### config.mk
export PLATFORM = sky130hd
export DESIGN_NAME = wb_writer_flat
export DESIGN_NICKNAME = d
export VERILOG_FILES = /design/src/rtl/wb_pkg.sv /design/src/rtl/wb_writer_if.sv /design/src/rtl/wb_fifo.sv /design/src/rtl/wb_writer.sv /design/src/flat_wrapper.sv
export SDC_FILE = /design/constraint.sdc
export NUM_CORES = 1
export LEC_CHECK = 0
export BUFFER_PORTS_ARGS = -buffer_cell sky130_fd_sc_hd__buf_2
export CAP_MARGIN = 20
export CORE_ASPECT_RATIO = 1.25
export CORE_MARGIN = 2
export CORE_UTILIZATION = 40
export DETAILED_ROUTE_END_ITERATION = 7
export PLACE_DENSITY = 0.65
export SYNTH_ARGS = -nofsm -noshare
export SYNTH_HDL_FRONTEND = slang
export SYNTH_SLANG_ARGS = --single-unit
### constraint.sdc
create_clock -name clk -period 2.7 [get_ports clk]
set_input_delay 0.405 -clock clk [delete_from_list [all_inputs] [get_ports clk]]
set_output_delay 0.405 -clock clk [all_outputs]
set_load 0.005 [all_outputs]
### src/rtl/wb_pkg.sv
// Shared widths and the write-buffer entry type for the write-back stage.
package wb_pkg;

    localparam int DATA_W   = 32;
    localparam int ADDR_W   = 4;
    localparam int NUM_REGS = 2 ** ADDR_W;

    typedef struct packed {
        logic [ADDR_W-1:0] dest;
        logic [DATA_W-1:0] value;
    } wb_entry_t;

endpackage

### src/rtl/wb_writer_if.sv
// MEM-stage to write-back handshake bundle.
interface wb_writer_if #(
    parameter int DATA_W = wb_pkg::DATA_W,
    parameter int ADDR_W = wb_pkg::ADDR_W
);

    logic              mem_valid;
    logic              mem_ready;
    logic              mem_wb_en;
    logic              mem_r_en;
    logic [ADDR_W-1:0] mem_dest;
    logic [DATA_W-1:0] mem_alu_result;
    logic [DATA_W-1:0] mem_data;

    // MEM stage side: presents instructions, sees back-pressure.
    modport master (
        output mem_valid, mem_wb_en, mem_r_en, mem_dest, mem_alu_result, mem_data,
        input  mem_ready
    );

    // Write-back side: consumes instructions, drives back-pressure.
    modport slave (
        input  mem_valid, mem_wb_en, mem_r_en, mem_dest, mem_alu_result, mem_data,
        output mem_ready
    );

endinterface

### src/rtl/wb_fifo.sv
// Small circular write buffer. Exposes its contents in age order so the
// parent can build the pending-destination mask without knowing the pointers.
module wb_fifo import wb_pkg::*; #(
    parameter  int DEPTH = 2,
    localparam int PTR_W = (DEPTH > 1) ? $clog2(DEPTH) : 1,
    localparam int CNT_W = $clog2(DEPTH + 1)
) (
    input  logic             clk,
    input  logic             rst,
    input  logic             push,
    input  wb_entry_t        push_data,
    input  logic             pop,
    output logic             full,
    output logic             empty,
    output logic [CNT_W-1:0] count,
    output wb_entry_t        slots [DEPTH]
);

    wb_entry_t        mem [DEPTH];
    logic [PTR_W-1:0] rd_ptr;
    logic [PTR_W-1:0] wr_ptr;
    logic             do_push;
    logic             do_pop;

    assign full    = (count == CNT_W'(DEPTH));
    assign empty   = (count == '0);
    assign do_push = push && !full;
    assign do_pop  = pop && !empty;

    // Pointers wrap naturally because DEPTH is a power of two.
    always_ff @(posedge clk) begin
        if (!rst) begin
            rd_ptr <= '0;
            wr_ptr <= '0;
            count  <= '0;
        end else begin
            if (do_push) wr_ptr <= wr_ptr + PTR_W'(1);
            if (do_pop)  rd_ptr <= rd_ptr + PTR_W'(1);
            case ({do_push, do_pop})
                2'b10:   count <= count + CNT_W'(1);
                2'b01:   count <= count - CNT_W'(1);
                default: count <= count;
            endcase
        end
    end

    // Storage needs no reset; slot validity is implied by count.
    always_ff @(posedge clk) begin
        if (do_push) mem[wr_ptr] <= push_data;
    end

    // Age-ordered view: slots[0] is the head, slots[i] valid when i < count.
    always_comb begin
        for (int i = 0; i < DEPTH; i++) begin
            slots[i] = mem[PTR_W'(rd_ptr + PTR_W'(i))];
        end
    end

endmodule

### src/rtl/wb_writer.sv
// Write-back stage: buffers MEM results and issues one register-file write
// per cycle from registered outputs that the register file samples on negedge.
module wb_writer #(
    parameter int DEPTH  = 2,
    parameter int DATA_W = wb_pkg::DATA_W,
    parameter int ADDR_W = wb_pkg::ADDR_W
) (
    input  logic                 clk,
    input  logic                 rst,
    wb_writer_if.slave           mem,
    input  logic                 wb_hold,
    output logic [ADDR_W-1:0]    Dest_wb,
    output logic [DATA_W-1:0]    Result_wb,
    output logic                 writeBackEn,
    output logic [2**ADDR_W-1:0] busy_mask,
    output logic [31:0]          wb_count
);

    import wb_pkg::wb_entry_t;

    localparam int CNT_W = $clog2(DEPTH + 1);

    wb_entry_t        push_data;
    wb_entry_t        slots [DEPTH];
    logic             fifo_push;
    logic             fifo_pop;
    logic             fifo_full;
    logic             fifo_empty;
    logic [CNT_W-1:0] fifo_count;

    // Ready comes from the registered fill level only, so a full buffer stays
    // not-ready even in a cycle where it is also draining.
    assign mem.mem_ready = !fifo_full;
    assign fifo_push     = mem.mem_valid && mem.mem_ready && mem.mem_wb_en;
    assign fifo_pop      = !fifo_empty && !wb_hold;

    // Result select: loads write back memory data, everything else the ALU value.
    always_comb begin
        push_data.dest  = mem.mem_dest;
        push_data.value = mem.mem_r_en ? mem.mem_data : mem.mem_alu_result;
    end

    wb_fifo #(.DEPTH(DEPTH)) u_fifo (
        .clk       (clk),
        .rst       (rst),
        .push      (fifo_push),
        .push_data (push_data),
        .pop       (fifo_pop),
        .full      (fifo_full),
        .empty     (fifo_empty),
        .count     (fifo_count),
        .slots     (slots)
    );

    // Output register: strobe for exactly one cycle per pop; data holds otherwise.
    always_ff @(posedge clk) begin
        if (!rst) begin
            writeBackEn <= 1'b0;
            Dest_wb     <= '0;
            Result_wb   <= '0;
            wb_count    <= '0;
        end else if (fifo_pop) begin
            writeBackEn <= 1'b1;
            Dest_wb     <= slots[0].dest;
            Result_wb   <= slots[0].value;
            wb_count    <= wb_count + 32'd1;
        end else begin
            writeBackEn <= 1'b0;
        end
    end

    // Pending-destination mask over buffered entries plus the write being issued.
    always_comb begin
        busy_mask = '0;
        for (int i = 0; i < DEPTH; i++) begin
            if (CNT_W'(i) < fifo_count) busy_mask[slots[i].dest] = 1'b1;
        end
        if (writeBackEn) busy_mask[Dest_wb] = 1'b1;
    end

endmodule

### src/flat_wrapper.sv
// flat-port wrapper written by rule: the top's interface ports become plain ports
module wb_writer_flat import wb_pkg::wb_entry_t;
#(
    parameter int DEPTH  = 2,
    parameter int DATA_W = wb_pkg::DATA_W,
    parameter int ADDR_W = wb_pkg::ADDR_W
)
  (clk, rst, wb_hold, Dest_wb, Result_wb, writeBackEn, busy_mask, wb_count, mem_mem_valid, mem_mem_wb_en, mem_mem_r_en, mem_mem_dest, mem_mem_alu_result, mem_mem_data, mem_mem_ready);
  wb_writer_if #(.DATA_W(DATA_W), .ADDR_W(ADDR_W)) mem_i ();
  input  logic clk;
  input  logic rst;
  input  logic wb_hold;
  output logic [ADDR_W-1:0] Dest_wb;
  output logic [DATA_W-1:0] Result_wb;
  output logic writeBackEn;
  output logic [2**ADDR_W-1:0] busy_mask;
  output logic [31:0] wb_count;
  input wire logic [$bits(mem_i.mem_valid)-1:0] mem_mem_valid;
  input wire logic [$bits(mem_i.mem_wb_en)-1:0] mem_mem_wb_en;
  input wire logic [$bits(mem_i.mem_r_en)-1:0] mem_mem_r_en;
  input wire logic [$bits(mem_i.mem_dest)-1:0] mem_mem_dest;
  input wire logic [$bits(mem_i.mem_alu_result)-1:0] mem_mem_alu_result;
  input wire logic [$bits(mem_i.mem_data)-1:0] mem_mem_data;
  output wire logic [$bits(mem_i.mem_ready)-1:0] mem_mem_ready;
  assign mem_i.mem_valid = mem_mem_valid;
  assign mem_i.mem_wb_en = mem_mem_wb_en;
  assign mem_i.mem_r_en = mem_mem_r_en;
  assign mem_i.mem_dest = mem_mem_dest;
  assign mem_i.mem_alu_result = mem_mem_alu_result;
  assign mem_i.mem_data = mem_mem_data;
  assign mem_mem_ready = mem_i.mem_ready;
  wb_writer #(.DEPTH(DEPTH), .DATA_W(DATA_W), .ADDR_W(ADDR_W)) u_core (.clk(clk), .rst(rst), .mem(mem_i), .wb_hold(wb_hold), .Dest_wb(Dest_wb), .Result_wb(Result_wb), .writeBackEn(writeBackEn), .busy_mask(busy_mask), .wb_count(wb_count));
endmodule
==> load_flow_metrics.sql <==
INSERT INTO impl_metrics (metric_group, metric, value, unit) VALUES
('timing', 'drv_slew', '0', ''),
('timing', 'skew', '0.0124', 'ns'),
('logic_synthesis', 'synth-main-ff-cell', 'dfxtp_1', ''),
('floorplan', 'die_outline_area', '0.0174', 'mm2'),
('floorplan', 'rows', '52', ''),
('setup_path', 'end_kind', 'output pin', ''),
('logic_synthesis', 'yosysWarnings', '0', ''),
('floorplan', 'floorplan.io_pins', '160', ''),
('grt', 'vias_in_the_first_global_route', '5035', ''),
('cells_and_area', 'final_layout_size_suffix_gt1_frac', '0.331', ''),
('drt', 'drt_first_pass_iters', '4', ''),
('cells_and_area', 'nets', '797', ''),
('setup_path', 'worst_ep_required_time', '2.30', 'ns'),
('cells_and_area', 'synthToLayoutAreaGrowth', '25.1', '%'),
('logic_synthesis', 'synth.avg_cell_area', '11.4', 'um2'),
('placed_design', 'gpl.final_weighted_congestion', '0.824', ''),
('placed_design', 'hpwl', '10.5', 'mm'),
('drt', 'route.final.wire_length', '15.4', 'mm'),
('cells_and_area', 'final_cell_count_no_fill', '948', ''),
('cts', 'cts.root.buffer_cell', 'clkbuf_16', ''),
('grt', 'globalRoute.totalOverflow', '0', ''),
('logic_synthesis', 'synth_seq_cells', '146', ''),
('floorplan', 'dieHeight', '147', 'um'),
('timing', 'final-hold-violation-count', '0', ''),
('logic_synthesis', 'asyncSetResetFlopFracSynth', '0', ''),
('worst_hold_path', 'min-delay-path-class', 'input pin to flip-flop', ''),
('timing', 'timing.final.crit_period', '2.57', 'ns'),
('timing', 'max_slew_margin', '0.522', ''),
('power', 'worst_ir_drop_vdd', '392', 'uV'),
('cts', 'clockBufferDepth', '2', ''),
('logic_synthesis', 'yosys.cell_types.count', '50', ''),
('timing', 'post-route-period-util', '0.950', ''),
('cts', 'clock_latency', '0.42', 'ns'),
('logic_synthesis', 'synth_area', '0.00653', 'mm2'),
('run_status', 'run_status', 'finished, final reports clean', ''),
('cts', 'post_cts.repair.setup_buffers', '0', ''),
('drt', 'drtAntennaViolNets', '0', ''),
('timing', 'slew_at_the_pin_closest_to_its_max_slew_limit', '0.717', 'ns'),
('setup_path', 'worst-path-max-fanout', '13', ''),
('floorplan', 'fp.dieW', '118', 'um'),
('logic_synthesis', 'number_of_enable_flip_flop_cells_after_synthesis', '72', ''),
('drt', 'remaining_drc_errors', '0', ''),
('logic_synthesis', 'ys_seq_area_frac', '0.558', ''),
('timing', 'clock.fmax', '0.390', 'GHz'),
('cts', 'tritoncts_clock_tree', 'done', ''),
('grt', 'grt_usage', '0.181', ''),
('cts', 'clk_pin_slew', '0.06', 'ns'),
('drt', 'detail_route.wl_per_cell', '16.3', 'um'),
('cts', 'cts.htree.levels', '4', ''),
('grt', 'wire_length_of_the_first_global_routing_pass', '25.0', 'mm'),
('setup_path', 'worstSetupStartpointType', 'flip-flop', ''),
('grt', 'largest_net_degree_at_the_start_of_global_routing', '47', ''),
('power', 'static-leakage-power', '3.11', 'nW'),
('grt', 'antenna_found_initial', '1', ''),
('timing', 'finalSetupViolations', '0', ''),
('drt', 'routed-via-count', '5050', ''),
('floorplan', 'floorplan.initialDensity', '0.406', ''),
('logic_synthesis', 'mappedNetlistNets', '650', ''),
('logic_synthesis', 'synthesis.instances', '571', ''),
('drt', 'vias_per_cell', '5.33', ''),
('placed_design', 'numPortBuffers', '159', ''),
('cts', 'cts-buffers-inserted', '17', ''),
('cells_and_area', 'num-fill-cells', '1464', ''),
('cts', 'cts.sink_count', '146', ''),
('setup_path', 'timing.setup.critical_path_class', 'flip-flop to output pin', ''),
('floorplan', 'design.core.area', '0.0161', 'mm2'),
('placed_design', 'placed_cells', '915', ''),
('drt', 'detail_route.iter0.violations', '268', ''),
('timing', 'hold_slack', '0.182', 'ns'),
('run', 'max-cap-violations', '0', ''),
('power', 'pwr_density_cell', '838', 'mW/mm2'),
('setup_path', 'cp_data_arrival_time', '2.16', 'ns');
==> registers in the layout, summed over array words and instances (netlist names), named ones only <==
register / count
u_core.Dest_wb: 4
u_core.Result_wb: 32
u_core.wb_count: 32
u_core.u_fifo.count: 2
u_core.u_fifo.mem: 72
u_core.u_fifo.rd_ptr: 1
u_core.writeBackEn: 1
u_core.u_fifo.wr_ptr: 1
==> cell usage in the layout, fill, tap and decap left out, types with 9 or more instances in the layout <==
cell,Yosys,routed
a211oi_1,36,36
dfxtp_1,74,72
a21oi_1,18,18
nand2b_1,11,11
buf_2,8,159
nand4_1,9,9
mux2_2,34,34
xor2_1,9,9
o21ai_0,9,9
clkbuf_16,0,17
nand2_1,21,21
nor2_1,68,65
edfxtp_1,72,72
inv_1,12,12
a221o_1,9,9
mux2i_1,38,38
nand3_1,12,12
==> synth_stat cells, drive strengths merged, types with 2 or more instances <==
library cell / number / share of area
dfxtp: 74 / 0.23
edfxtp: 72 / 0.33
nor2: 68 / 0.039
mux2i: 38 / 0.058
a211oi: 36 / 0.041
mux2: 34 / 0.059
clkbuf: 21 / 0.012
nand2: 21 / 0.012
a21oi: 18 / 0.014
buf: 17 / 0.014
inv: 12 / 0.0069
nand3: 12 / 0.0092
nand2b: 11 / 0.011
nand4: 10 / 0.012
a221o: 9 / 0.014
o21ai: 9 / 0.0069
xor2: 9 / 0.012
o31ai: 8 / 0.0092
o41ai: 8 / 0.011
or4: 8 / 0.0092
nor3: 7 / 0.0054
and4: 6 / 0.0080
nor2b: 6 / 0.0057
ha: 5 / 0.0096
nand3b: 5 / 0.0057
xnor2: 5 / 0.0067
o311ai: 4 / 0.0054
or3: 4 / 0.0038
or4b: 4 / 0.0061
a21o: 3 / 0.0034
nor3b: 3 / 0.0034
o211ai: 3 / 0.0034
a311o: 2 / 0.0031
a32oi: 2 / 0.0027
and2: 2 / 0.0019
and3: 2 / 0.0019
and3b: 2 / 0.0027
and4bb: 2 / 0.0038
or3b: 2 / 0.0027
==> what timing repair did <==
item                       in CTS  in global routing
setup endpoints to repair       2                  1
gates resized for setup         1                  2
pin swaps                       0                  0
hold buffers                    0                  0
==> path summary, 6_finish.rpt <==
path,cells past startpoint,slack [ns],end,from
max,5,0.13,busy_mask[14],u_core.u_fifo.rd_ptr$_SDFFE_PN0P_
min,1,0.18,u_core.u_fifo.mem[0][35]$_DFFE_PP_,mem_mem_dest[3]
max reg2reg,6,0.45,u_core.wb_count[31]$_SDFFE_PN0P_,u_core.u_fifo.count[0]$_SDFFE_PN0P_
min reg2reg,2,0.49,u_core.Result_wb[25]$_SDFFE_PN0P_,u_core.Result_wb[25]$_SDFFE_PN0P_
==> area by class of cell <==
cell class              instances  area, um2  share of cell area
multi-input cells             374       2710               0.331
diodes                          1       2.50            0.000306
flip-flops and latches        146       3650               0.446
inverters                      13       48.8             0.00597
clock buffers                  19        433              0.0530
repair buffers                166        886               0.108
well taps                     216        270              0.0331
clock inverters                13        178              0.0217
==> logic make-up after synthesis <==
family                   Yosys count  synth area share
AND/OR/NAND/NOR                  176             0.144
AO/OA/AOI/OAI                    107             0.120
buffers and inverters             51            0.0331
adder cells (fa/ha/maj)            5           0.00958
XOR/XNOR                          14            0.0188
multiplexers                      72             0.117
flip-flops                       146             0.558
==> through the flow <==
| stage | setup slack [ns] | total power, mW | util | area, um2 | setup TNS [ns] |
|---|---|---|---|---|---|
| 2_1_floorplan | -0.0944 | 3.87 | - | 6530 | -6.80 |
| 4_1_cts | 0.129 | 6.92 | 0.508 | 8160 | 0 |
| 3_5_place_dp | 0.450 | 4.47 | 0.469 | 7540 | 0 |
| 6_report | 0.134 | 6.84 | 0.508 | 8170 | 0 |
| 3_3_place_gp | 0.460 | 4.42 | 0.469 | 7540 | 0 |
| 5_1_grt | -0.00142 | 7.22 | 0.508 | 8170 | -0.00142 |
==> critical path, stage by stage, from the launching register on <==
cell and delay, ns:
dfxtp_2 0.48, mux2_2 0.39, nor3_1 0.42, nor2b_1 0.22, a311o_1 0.12, buf_2 0.11
==> power breakdown <==
group          total (mW)  internal (mW)  switching (mW)
sequential           2.87           2.65           0.227
clock                2.43           1.47           0.959
combinational        1.54          0.687           0.849
==> per-layer routing <==
metal,global-route usage,wire length (um),up-vias
li1,-,-,2455
met5,0,0,-
met1,0.213,6490,2442
met2,0.317,7930,141
met3,0.0563,864,12
met4,0.0554,145,0
No activity file was read; power rests on OpenSTA's default activity.
